===== src/rtl/freq_cmd_sequencer_if.sv =====
// Handshake bundle between the washer/decoder/motion side and freq_cmd_sequencer.
// The master modport is the sequencer's view; slave is the environment's view.
interface freq_cmd_sequencer_if;
    logic       washer_found;
    logic [2:0] hear_cmd;
    logic       move_ready;
    logic       move_done;
    logic       hear_en;
    logic       move_valid;
    logic [2:0] move_cmd;
    logic       find_sound;
    logic       busy;
    logic       timeout;

    modport master (
        input  washer_found, hear_cmd, move_ready, move_done,
        output hear_en, move_valid, move_cmd, find_sound, busy, timeout
    );

    modport slave (
        output washer_found, hear_cmd, move_ready, move_done,
        input  hear_en, move_valid, move_cmd, find_sound, busy, timeout
    );
endinterface


===== src/rtl/freq_cmd_sequencer.sv =====
// Washer-triggered sequencer: enable mic, settle, accept a stable command, issue one move.
// Define FREQ_SEQ_RETRY_EN to allow one extra settle/listen pass before reporting timeout.
module freq_cmd_sequencer #(
    parameter int SETTLE_CYCLES  = 1000,
    parameter int STABLE_CYCLES  = 5000,
    parameter int LISTEN_TIMEOUT = 100_000_000,
    parameter int TRACK_HOLD     = 50_000_000
) (
    input  logic clk,
    input  logic rst,
    freq_cmd_sequencer_if.master bus
);

    localparam int SET_W = $clog2(SETTLE_CYCLES) + 1;
    localparam int STB_W = $clog2(STABLE_CYCLES) + 1;
    localparam int LIS_W = $clog2(LISTEN_TIMEOUT) + 1;
    localparam int TRK_W = $clog2(TRACK_HOLD) + 1;

    localparam logic [SET_W-1:0] SET_LAST = SET_W'(SETTLE_CYCLES - 1);
    localparam logic [STB_W-1:0] STB_MAX  = STB_W'(STABLE_CYCLES);
    localparam logic [LIS_W-1:0] LIS_LAST = LIS_W'(LISTEN_TIMEOUT - 1);
    localparam logic [TRK_W-1:0] TRK_LAST = TRK_W'(TRACK_HOLD - 1);

    localparam logic [2:0] CMD_TURN  = 3'b001;
    localparam logic [2:0] CMD_STORE = 3'b010;
    localparam logic [2:0] CMD_SOUND = 3'b100;

    typedef enum logic [2:0] {
        S_IDLE,
        S_SETTLE,
        S_LISTEN,
        S_ISSUE,
        S_WAIT_DONE,
        S_TRACK
    } state_t;

    state_t           state_q, state_d;
    logic             wf_q;
    logic [2:0]       cand_q, cand_d;
    logic [STB_W-1:0] stab_q, stab_d;
    logic [SET_W-1:0] set_q, set_d;
    logic [LIS_W-1:0] lis_q, lis_d;
    logic [TRK_W-1:0] trk_q, trk_d;
    logic             hear_en_q, hear_en_d;
    logic             move_valid_q, move_valid_d;
    logic [2:0]       move_cmd_q, move_cmd_d;
    logic             find_sound_q, find_sound_d;
    logic             busy_q, busy_d;
    logic             timeout_q, timeout_d;
`ifdef FREQ_SEQ_RETRY_EN
    logic             retry_q, retry_d;
`endif

    logic wf_rise;
    logic cmd_ok;
    logic accept;
    logic lis_expire;

    function automatic logic is_valid_cmd(input logic [2:0] c);
        return (c == CMD_TURN) || (c == CMD_STORE) || (c == CMD_SOUND);
    endfunction

    assign wf_rise    = bus.washer_found & ~wf_q;
    assign cmd_ok     = is_valid_cmd(bus.hear_cmd);
    assign accept     = (stab_q == STB_MAX);
    assign lis_expire = (lis_q == LIS_LAST);

    always_ff @(posedge clk) begin
        // wf_q tracks the input even in reset so a level held across reset is not an edge
        wf_q <= bus.washer_found;
        if (rst) begin
            state_q      <= S_IDLE;
            cand_q       <= '0;
            stab_q       <= '0;
            set_q        <= '0;
            lis_q        <= '0;
            trk_q        <= '0;
            hear_en_q    <= 1'b0;
            move_valid_q <= 1'b0;
            move_cmd_q   <= '0;
            find_sound_q <= 1'b0;
            busy_q       <= 1'b0;
            timeout_q    <= 1'b0;
`ifdef FREQ_SEQ_RETRY_EN
            retry_q      <= 1'b0;
`endif
        end else begin
            state_q      <= state_d;
            cand_q       <= cand_d;
            stab_q       <= stab_d;
            set_q        <= set_d;
            lis_q        <= lis_d;
            trk_q        <= trk_d;
            hear_en_q    <= hear_en_d;
            move_valid_q <= move_valid_d;
            move_cmd_q   <= move_cmd_d;
            find_sound_q <= find_sound_d;
            busy_q       <= busy_d;
            timeout_q    <= timeout_d;
`ifdef FREQ_SEQ_RETRY_EN
            retry_q      <= retry_d;
`endif
        end
    end

    always_comb begin
        state_d    = state_q;
        cand_d     = cand_q;
        stab_d     = stab_q;
        set_d      = set_q;
        lis_d      = lis_q;
        trk_d      = trk_q;
        move_cmd_d = move_cmd_q;
        timeout_d  = 1'b0;
`ifdef FREQ_SEQ_RETRY_EN
        retry_d    = retry_q;
`endif

        case (state_q)
            S_IDLE: begin
`ifdef FREQ_SEQ_RETRY_EN
                retry_d = 1'b0;
`endif
                if (wf_rise) begin
                    state_d = S_SETTLE;
                    set_d   = '0;
                    cand_d  = '0;
                    stab_d  = '0;
                end
            end

            S_SETTLE: begin
                if (set_q == SET_LAST) begin
                    state_d = S_LISTEN;
                    lis_d   = '0;
                end else begin
                    set_d = set_q + 1'b1;
                end
            end

            S_LISTEN: begin
                if (!lis_expire) lis_d = lis_q + 1'b1;

                if (!cmd_ok) begin
                    stab_d = '0;
                end else if (bus.hear_cmd == cand_q) begin
                    stab_d = accept ? stab_q : stab_q + 1'b1;
                end else begin
                    cand_d = bus.hear_cmd;
                    stab_d = STB_W'(1);
                end

                // acceptance takes priority over a coincident timeout
                if (accept) begin
                    move_cmd_d = cand_q;
                    state_d    = S_ISSUE;
                end else if (lis_expire) begin
`ifdef FREQ_SEQ_RETRY_EN
                    if (!retry_q) begin
                        retry_d = 1'b1;
                        state_d = S_SETTLE;
                        set_d   = '0;
                        cand_d  = '0;
                        stab_d  = '0;
                    end else begin
                        timeout_d = 1'b1;
                        state_d   = S_IDLE;
                    end
`else
                    timeout_d = 1'b1;
                    state_d   = S_IDLE;
`endif
                end
            end

            S_ISSUE: begin
                if (move_valid_q && bus.move_ready) begin
                    if (move_cmd_q == CMD_SOUND) begin
                        state_d = S_TRACK;
                        trk_d   = '0;
                    end else begin
                        state_d = S_WAIT_DONE;
                    end
                end
            end

            S_WAIT_DONE: begin
                if (bus.move_done) state_d = S_IDLE;
            end

            S_TRACK: begin
                if (bus.move_done || (trk_q == TRK_LAST)) begin
                    state_d = S_IDLE;
                end else begin
                    trk_d = trk_q + 1'b1;
                end
            end

            default: state_d = S_IDLE;
        endcase

        // outputs are registered copies decoded from the next state
        hear_en_d    = (state_d == S_SETTLE) || (state_d == S_LISTEN) || (state_d == S_TRACK) ||
                       ((state_d == S_ISSUE) && (move_cmd_d == CMD_SOUND));
        move_valid_d = (state_d == S_ISSUE);
        find_sound_d = (state_d == S_TRACK);
        busy_d       = (state_d != S_IDLE);
    end

    assign bus.hear_en    = hear_en_q;
    assign bus.move_valid = move_valid_q;
    assign bus.move_cmd   = move_cmd_q;
    assign bus.find_sound = find_sound_q;
    assign bus.busy       = busy_q;
    assign bus.timeout    = timeout_q;

endmodule


===== src/flat_wrapper.sv =====
// flat-port wrapper written by rule: the top's interface ports become plain ports
module freq_cmd_sequencer_flat 
#(
    parameter int SETTLE_CYCLES  = 1000,
    parameter int STABLE_CYCLES  = 5000,
    parameter int LISTEN_TIMEOUT = 100_000_000,
    parameter int TRACK_HOLD     = 50_000_000
)
  (clk, rst, bus_washer_found, bus_hear_cmd, bus_move_ready, bus_move_done, bus_hear_en, bus_move_valid, bus_move_cmd, bus_find_sound, bus_busy, bus_timeout);
  freq_cmd_sequencer_if bus_i ();
  input  logic clk;
  input  logic rst;
  input wire logic [$bits(bus_i.washer_found)-1:0] bus_washer_found;
  input wire logic [$bits(bus_i.hear_cmd)-1:0] bus_hear_cmd;
  input wire logic [$bits(bus_i.move_ready)-1:0] bus_move_ready;
  input wire logic [$bits(bus_i.move_done)-1:0] bus_move_done;
  output wire logic [$bits(bus_i.hear_en)-1:0] bus_hear_en;
  output wire logic [$bits(bus_i.move_valid)-1:0] bus_move_valid;
  output wire logic [$bits(bus_i.move_cmd)-1:0] bus_move_cmd;
  output wire logic [$bits(bus_i.find_sound)-1:0] bus_find_sound;
  output wire logic [$bits(bus_i.busy)-1:0] bus_busy;
  output wire logic [$bits(bus_i.timeout)-1:0] bus_timeout;
  assign bus_i.washer_found = bus_washer_found;
  assign bus_i.hear_cmd = bus_hear_cmd;
  assign bus_i.move_ready = bus_move_ready;
  assign bus_i.move_done = bus_move_done;
  assign bus_hear_en = bus_i.hear_en;
  assign bus_move_valid = bus_i.move_valid;
  assign bus_move_cmd = bus_i.move_cmd;
  assign bus_find_sound = bus_i.find_sound;
  assign bus_busy = bus_i.busy;
  assign bus_timeout = bus_i.timeout;
  freq_cmd_sequencer #(.SETTLE_CYCLES(SETTLE_CYCLES), .STABLE_CYCLES(STABLE_CYCLES), .LISTEN_TIMEOUT(LISTEN_TIMEOUT), .TRACK_HOLD(TRACK_HOLD)) u_core (.clk(clk), .rst(rst), .bus(bus_i));
endmodule

===== config.mk =====
export PLATFORM = sky130hd
export DESIGN_NAME = freq_cmd_sequencer_flat
export DESIGN_NICKNAME = d
export VERILOG_FILES = /design/src/rtl/freq_cmd_sequencer_if.sv /design/src/rtl/freq_cmd_sequencer.sv /design/src/flat_wrapper.sv
export SDC_FILE = /design/constraint.sdc
export NUM_CORES = 1
export LEC_CHECK = 0
export CAP_MARGIN = 20
export CORE_ASPECT_RATIO = 1.75
export CORE_MARGIN = 8
export CORE_UTILIZATION = 61
export CTS_CLUSTER_SIZE = 25
export DETAILED_ROUTE_END_ITERATION = 10
export GPL_ROUTABILITY_DRIVEN = 0
export PLACE_DENSITY = 0.79
export SLEW_MARGIN = 20
export SYNTH_ARGS = -nofsm -noshare
export SYNTH_HDL_FRONTEND = slang
export SYNTH_SLANG_ARGS = --single-unit

===== constraint.sdc =====
create_clock -name clk -period 2.65 [get_ports clk]
set_input_delay 0.265 -clock clk [delete_from_list [all_inputs] [get_ports clk]]
set_output_delay 0.265 -clock clk [all_outputs]
set_load 0.02 [all_outputs]

Word level (Yosys, flattened, before mapping)
Index checks and enable logic that the tools add are counted.
Storage, ports and cells
  word-level logic and storage cells: 100
  register bits: 95
  output and inout port bits: 8
  input port bits: 8
Operators by class
  equality and inequality tests: 29
  muxes and demuxes: 31
  add/subtract/negate cells: 4
  bitwise gates (word level): 3
  reductions and logical operators: 20
Operator list (count)
  $mux W27: 3
  $mux W14: 4
  $mux W28: 2
  $pmux W28 S2: 1
  $pmux W27 S2: 1
  $mux W3: 12
  $add A28 B1 Y28 const B: 1
  $eq A28 B27 Y1 const B: 1
  $pmux W14 S2: 1
  $add A27 B1 Y27 const B: 1
  $eq A27 B26 Y1 const B: 1
  $mux W11: 2
  $pmux W11 S2: 1
  $eq A3 B3 Y1 const B: 6
  $pmux W3 S6: 1
  $eq A3 B2 Y1 const B: 5
  $add A14 B1 Y14 const B: 1
  $eq A14 B13 Y1 const B: 1
  $add A11 B1 Y11 const B: 1
  $eq A11 B10 Y1 const B: 1
  $ne A2 B1 Y1 const B: 5
  $eq A3 B1 Y1 const B: 3
  $reduce_and A3 Y1: 3
  $ne A2 B2 Y1 const B: 4
  13 further kinds: 25

Longest topological paths before layout
Gate-level depths: netlist of the first run.
  word-level depth: 8
  depth in mapped cells: 10
  mapped depth without buffers: 8

Least setup slack after synthesis of the first run
No wires, ideal clock.
  path kind: register to register
  start point: reg u_core.trk_q[0]
  end point: reg u_core.busy_q, in the netlist u_core.bus.busy
  path slack: 0.440 ns
  arrival: 2.081 ns
  cell stages (with the launch flop): 9
  library setup time: 0.129 ns
  cell sequence: dfxtp_1 ha_1 buf_2 nor4bb_1 nand4_1 o211ai_1 nor4bb_2 and2_1 o21ai_1
On the way
  longest elaborated chain between the ends: 5
Ends and longest elaborated chain
  start: declaration: RTL line freq_cmd_sequencer.sv:43  | logic [TRK_W-1:0] trk_q, trk_d;
  start signal: assignment: RTL line freq_cmd_sequencer.sv:93  | trk_q <= trk_d;
  $eq A27 B26 Y1: RTL line freq_cmd_sequencer.sv:192  | if (bus.move_done || (trk_q == TRK_LAST)) begin
  $logic_or A1 B1 Y1: RTL line freq_cmd_sequencer.sv:192
  $mux W3: RTL line freq_cmd_sequencer.sv:192
  $pmux W3 S6: RTL line freq_cmd_sequencer.sv:119  | case (state_q)
  $reduce_bool A3 Y1: RTL line freq_cmd_sequencer.sv:207  | busy_d = (state_d != S_IDLE);
  end signal: assignment: RTL line freq_cmd_sequencer.sv:98  | busy_q <= busy_d;
  end: declaration: RTL line freq_cmd_sequencer.sv:48  | logic busy_q, busy_d;
No other way between the ends.
A chain may end at the register's enable or synchronous reset.

Worst setup path after layout of the first run
  start point: reg u_core.lis_q[14]
  end point: reg u_core.lis_q[24]
On the way
  longest elaborated chain between the ends: 3
  elaborated cells on any way between the ends: 6
Ends and longest elaborated chain
  start: declaration: RTL line freq_cmd_sequencer.sv:42  | logic [LIS_W-1:0] lis_q, lis_d;
  start signal: assignment: RTL line freq_cmd_sequencer.sv:92  | lis_q <= lis_d;
  $add A28 B1 Y28 / $eq A28 B27 Y1 (equally long branches): RTL line freq_cmd_sequencer.sv:142, freq_cmd_sequencer.sv:66
  $mux W28 / $ne A2 B2 Y1 (equally long branches)
  $pmux W28 S2 / $reduce_and A3 Y1 (equally long branches)
Several ways; a longest one is shown, not always the timed one. The select of a mux whose other input is x is not followed.

==> results.py, run 1 <==
metrics = {
    "yosys": {
        "yosysWarnings": 0,
        "syn_avg_cell_area_um2": 8.45,
        "synth_top_flop_cell": "dfxtp_1",
        "synth_common_cells": "dfxtp_1 (95), nor2_1 (66), nand2_1 (51)",
        "synth_top_area_frac": 0.398,
        "synth_top_cells_by_area": "dfxtp_1 (40%), xnor2_1 (5.3%), nor2_1 (5.2%)",
        "synth_cell_types": 65,
        "synthesis.area_um2": 4780,
        "synth.yosys.seq_area_share": 0.398,
        "syn_inst": 565,
        "async_reset_ff_frac": 0,
        "synth_most_common_cell": "dfxtp_1",
        "synth-edff-count": 0,
        "syn_nets": 578,
        "yosysTopAreaCell": "dfxtp_1",
        "synth_seq_cells": 95,
    },
    "timing": {
        "worstMarginPinSlew_ns": 0.782,
        "maxSlewHeadroom": 0.476,
        "fin_tns_setup_ns": 0,
        "period_share": 0.876,
        "hold_slack_ns": 0.392,
        "grt_setup_unrepaired": "false",
        "setup_viol": 0,
        "period_needed_ns": 2.32,
        "fmax_mhz": 431,
        "drv_slew": 0,
        "clock_skew_ns": 0.00521,
        "postLayoutSetupSlackWorst_ns": 0.328,
        "hold_viol": 0,
    },
    "global_routing": {
        "grt_usage": 0.201,
        "grt_pass1_wl_um": 18800,
        "grt_pass1_vias": 4170,
        "grt_overflow": 0,
        "antenna_found_initial": 0,
        "grt_max_degree": 22,
    },
    "floorplan": {
        "dieHeight_um": 133,
        "dieArea_um2": 11000,
        "coreArea_um2": 7570,
        "io_pins": 16,
        "die_w_um": 82.9,
        "rows": 42,
        "start_util": 0.631,
    },
    "setup_path": {
        "cp_common_cell": "a21oi_1",
        "cp_cell_sequence": "nand4_1, nor4_2, a21oi_1, o211ai_1, o21ai_0, a21oi_1",
        "start_kind": "flop",
        "endpoint_kind": "flop",
        "r2r_slack_ns": 0.33,
        "worstSetupPathType": "flop to flop",
        "crit_buf_inv": 0,
        "critPathTopFamily": "compound AO/OA/AOI/OAI gates",
        "crit_path_max_fanout": 11,
        "r2r_cells": 6,
        "crit_cells": 6,
        "slowest_delay_ns": 0.65,
        "arrival_ns": 2.59,
        "cp_data_required_time_ns": 2.92,
        "crit_path_top_delay_cell": "o211ai_1",
    },
    "routing": {
        "route.final.wire_length_um": 10900,
        "drc": 0,
        "drt_iter0_drc": 267,
        "antenna_left": 0,
        "wl_per_cell_um": 16.1,
        "vias_per_cell": 6.23,
        "drt-pass1-iter-count": 6,
        "dr_total_vias": 4237,
    },
    "place": {
        "dpl_worst_slack_ns": 0.278,
        "dpl.hpwl_um": 7920,
        "io_buffer_count": 15,
    },
    "cells_and_area": {
        "nFillCells": 581,
        "drive_above_1_share": 0.0912,
        "area_growth_pct": 13.7,
        "insertedDiodeCount": 0,
        "nets": 600,
    },
    "hold_path": {
        "hold_path_depth": 1,
        "hold_path.class": "input pin to flop",
    },
    "pwr": {
        "p_per_area_nw_per_um2": 557,
        "power_leakage_uw": 0.00180,
        "ir_worst_vdd_v": 0.000471,
        "seq_power_share": 0.476,
        "combPwrFrac": 0.035,
        "p_sw_frac": 0.201,
        "power.total_uw": 3020,
        "p_switching_uw": 606,
        "p_int_uw": 2420,
        "p_clk_frac": 0.489,
    },
    "cts": {
        "numCtsBuffers": 9,
        "clock_latency_ns": 0.34,
        "hold_buffers": 0,
        "cts.reportedPaths.clkPinSlew_ns": 0.06,
        "cts-resized-gates": 0,
        "post_cts_buffers": 0,
        "ctsLongestPathBuffers": 2,
        "cts_tree": "yes",
        "cts_sinks": 95,
        "cts_root_buf": "clkbuf_16",
        "cts.htree.levels": 3,
    },
    "outcome": {
        "outcome": "completed",
    },
    "job": {
        "cap_violations": 0,
    },
}
per-stage QoR:
stage	instance area (um^2)	cells	util
2_1_floorplan	4780	565	-
3_3_place_gp	5080	664	0.672
3_5_place_dp	5080	664	0.672
4_1_cts	5430	680	0.717
5_1_grt	5430	680	0.717
6_report	5430	680	0.717
cells in the final DEF, fill, tap and decap left out, types with 3 or more instances in the layout:
cell             netlist  final
inv_1                 10     10
nor3b_1                3      3
or2_1                  3      3
and4_1                 8      8
xor2_1                21     21
nor4_2                 3      3
buf_4                  0     19
ha_1                   5      5
or4_1                 10     10
nor2_1                66     66
nand4_1               24     24
o21ai_0               15     15
o2111ai_1              5      5
bufinv_16              0      3
nand3_1               32     32
a21oi_1               37     37
nand2_1               51     51
mux2i_1                3      3
nor3_1                15     15
and3_1                 7      7
o211ai_1              19     19
o21ai_1                6      6
xnor2_1               29     29
a21o_1                 3      3
nor4_1                 4      4
clkbuf_16              0      9
and2_1                10     10
dfxtp_1               95     95
or3_1                 13     13
clkdlybuf4s50_1        0     15
logic make-up after synthesis:
family | share of synthesized area
mux | 0.00865
fa+ha+maj | 0.0131
xor+xnor | 0.0917
simple gates | 0.310
compound gates | 0.150
flops | 0.398
buf+inv | 0.0280
final timing paths:
path                                startpoint                                 to
min reg2reg  u_core.bus.move_cmd[0]$_SDFF_PP0_  u_core.bus.move_cmd[0]$_SDFF_PP0_
max              u_core.lis_q[14]$_SDFFE_PP0P_      u_core.lis_q[24]$_SDFFE_PP0P_
min                           bus_washer_found                u_core.wf_q$_DFF_P_
max reg2reg      u_core.lis_q[14]$_SDFFE_PP0P_      u_core.lis_q[24]$_SDFFE_PP0P_
layer usage:
metal  track usage  vias up  wire length (um)
met5             0        -                 0
met3        0.0418       35               389
met4         0.118        0               350
li1              -     2096                 -
met2         0.368      116              5920
met1         0.201     1990              4260
power groups by stage:
stage | Combinational [uW] | Clock, uW | Sequential (uW)
3_5_place_dp | 106 | 0 | 1470
4_1_cts | 106 | 1500 | 1440
3_3_place_gp | 103 | 0 | 1470
5_1_grt | 114 | 1550 | 1440
2_1_floorplan | 60.8 | 0 | 1470
6_report | 106 | 1480 | 1440
worst register-to-register path, cell delays in order, from the launching register on:
cell and delay, ns:
dfxtp_1 0.39, nand4_1 0.25, nor4_2 0.43, a21oi_1 0.15
o211ai_1 0.65, o21ai_0 0.22, a21oi_1 0.16
area by class of cell:
cell class | instances | area, um^2 | share of cell area
sequential | 95 | 1900 | 0.350
inverter | 10 | 37.5 | 0.00691
timing repair buffer | 34 | 293 | 0.0539
clock inverter | 6 | 108 | 0.0198
multi-input combinational | 437 | 2740 | 0.505
clock buffer | 10 | 239 | 0.0440
tap | 88 | 110 | 0.0203
registers in the layout (all words and copies together), names as in the netlist:
register               count
u_core.stab_q             14
u_core.trk_q              27
u_core.cand_q              3
u_core.lis_q              28
u_core.bus.hear_en         1
u_core.wf_q                1
u_core.state_q             3
u_core.bus.find_sound      1
u_core.bus.move_valid      1
u_core.bus.busy            1
u_core.set_q              11
u_core.bus.move_cmd        3
u_core.bus.timeout         1
(Power assumes the default switching activity.)
==> run 2, diff against run 1 <==
CORE_MARGIN = 1   (was 8)
SLEW_MARGIN = default   (was 20)
TNS_END_PERCENT = 20   (was default)
==> run 2 against run 1 <==
- final cell count is 0.29% lower
- die area is 26% lower
- combinational power hardly changed
- critical path depth is 1 higher
- flip-flop and latch count stayed put
- wire length is 1.7% lower
- critical path type unchanged
- largest cell class unchanged
- highest routed layer unchanged
==> results.py, run 2 (synthesis gave the netlist of run 1 again) <==
metrics = {
    "timing": {
        "clock_skew_ns": 0.00820,
        "drv_slew": 0,
        "period_needed_ns": 2.35,
        "grt_setup_unrepaired": "false",
        "maxSlewHeadroom": 0.468,
        "fmax_mhz": 425,
        "setup_viol": 0,
        "hold_viol": 0,
        "worstMarginPinSlew_ns": 0.794,
        "fin_tns_setup_ns": 0,
        "period_share": 0.888,
    },
    "place": {
        "placed_cell_area_um2": 5070,
        "dp.cells": 662,
        "dpl.hpwl_um": 7940,
        "io_buffer_count": 15,
    },
    "routing": {
        "vias_per_cell": 6.15,
        "wl_per_cell_um": 15.8,
        "dr_total_vias": 4170,
        "antenna_left": 0,
        "drc": 0,
        "route.final.wire_length_um": 10700,
        "drt-pass1-iter-count": 4,
        "drt_iter0_drc": 319,
    },
    "cts": {
        "cts.reportedPaths.clkPinSlew_ns": 0.06,
        "cts.htree.levels": 3,
        "cts_tree": "yes",
        "ctsLongestPathBuffers": 2,
        "numCtsBuffers": 9,
        "cts_root_buf": "clkbuf_16",
        "hold_buffers": 0,
        "cts_sinks": 95,
        "cts-resized-gates": 0,
        "post_cts_buffers": 0,
        "clock_latency_ns": 0.35,
    },
    "global_routing": {
        "grt_max_degree": 29,
        "grt_overflow": 0,
        "grt_pass1_vias": 3981,
        "grt_pass1_wl_um": 17600,
        "grt_usage": 0.281,
        "antenna_found_initial": 0,
    },
    "hold_path": {
        "hp-start": "bus_washer_found",
        "hold_path.class": "input pin to flop",
        "hold_path_depth": 1,
        "hold_end": "u_core.wf_q$_DFF_P_",
    },
    "setup_path": {
        "r2r_cells": 7,
        "crit_path_top_delay_cell": "or4_1",
        "start_kind": "flop",
        "worstSetupPathType": "flop to flop",
        "r2r-end": "u_core.lis_q[25]$_SDFFE_PP0P_",
        "rr_startpoint": "u_core.set_q[0]$_SDFFE_PP0P_",
        "crit_path_max_fanout": 13,
        "cp_cell_sequence": "ha_1, nand3_1, or2_1, nor3_2, o21ai_1, or4_1, nand2_1",
        "cp_data_required_time_ns": 2.94,
        "crit_buf_inv": 0,
        "critPathTopFamily": "simple AND/OR/NAND/NOR gates",
        "slowest_delay_ns": 0.56,
        "arrival_ns": 2.64,
        "r2r_slack_ns": 0.30,
        "endpoint_kind": "flop",
    },
    "pwr": {
        "power_leakage_uw": 0.00177,
        "p_per_area_nw_per_um2": 514,
        "ir_worst_vdd_v": 0.000389,
        "power.total_uw": 2750,
    },
    "floorplan": {
        "io_pins": 16,
        "die_w_um": 68.9,
        "coreArea_um2": 7570,
        "dieArea_um2": 8200,
        "start_util": 0.631,
        "rows": 42,
        "dieHeight_um": 119,
    },
    "cells_and_area": {
        "largestRegisters": "u_core.lis_q: 28 flops, u_core.trk_q: 27 flops, u_core.stab_q: 14 flops",
        "layout_commonest_cell": "dfxtp_1",
        "regMostFlops": "u_core.lis_q",
        "fin_cells": 678,
        "nets": 598,
        "final_cell_mix": "dfxtp_1 (95), nor2_1 (66), nand2_1 (51), a21oi_1 (37), nand3_1 (32)",
        "post-route-util": 0.706,
        "area_growth_pct": 11.9,
        "largest_register_ffs": 28,
        "design_area_um2": 5340,
        "insertedDiodeCount": 0,
        "drive_above_1_share": 0.0864,
    },
    "job": {
        "cap_violations": 0,
    },
    "outcome": {
        "outcome": "completed",
    },
}
## run 2: changes by cell type in the layout (fill, tap and decap cells not counted)
| cell | change |
|---|---|
| buf_4 | -2 |
| bufinv_16 | -3 |
| clkbuf_1 | +1 |
| clkbuf_8 | +1 |
| clkinv_2 | +2 |
| clkinvlp_4 | -1 |
## run 2: cell type report
| cell class | instances | area, um^2 |
|---|---|---|
| well taps | 88 | 110 |
| clock inverters | 4 | 20.0 |
| fillers | 621 | 2220 |
| inverters | 10 | 37.5 |
| multi-input cells | 437 | 2740 |
| clock buffers | 12 | 256 |
| repair buffers | 32 | 278 |
| flip-flops and latches | 95 | 1900 |
## run 2: worst register-to-register path: cells and delay by family, from the launching register on
family,cells,cell delay (ns)
simple gates,5,1.32
compound gates,1,0.34
fa+ha+maj,1,0.23
flops,1,0.40
## run 2: how the worst max path moves through the flow
stage / startpoint / to / slack (ns) / cells after the start
after floorplan: u_core.trk_q[0]$_SDFFE_PP0P_ / u_core.bus.busy$_SDFF_PP0_ / 0.44 / 8
after global placement: bus_washer_found / u_core.bus.busy$_SDFF_PP0_ / 0.34 / 7
after detailed placement: bus_move_done / u_core.trk_q[24]$_SDFFE_PP0P_ / 0.26 / 7
after CTS: u_core.lis_q[14]$_SDFFE_PP0P_ / u_core.lis_q[24]$_SDFFE_PP0P_ / 0.32 / 6
after global routing: u_core.lis_q[14]$_SDFFE_PP0P_ / u_core.lis_q[24]$_SDFFE_PP0P_ / 0.002 / 6
final: u_core.set_q[0]$_SDFFE_PP0P_ / u_core.lis_q[25]$_SDFFE_PP0P_ / 0.30 / 7
## run 2: power breakdown
part           total [uW]  switching [uW]  internal (uW)
combinational         103            65.9           36.8
clock                1200             524            680
sequential           1440            5.68           1430
## run 2: per-layer routing
metal,vias up,global-route usage,wire [um]
li1,2098,-,-
met1,1991,0.298,4270
met2,58,0.502,5860
met3,23,0.0517,258
met4,0,0.134,337
met5,-,0,0
## run 2: stage by stage
stage          setup slack (ns)  hold WS, ns
2_1_floorplan             0.440        0.293
3_3_place_gp              0.343        0.463
3_5_place_dp              0.257        0.474
4_1_cts                   0.318        0.425
5_1_grt                 0.00201        0.431
6_report                  0.298        0.432
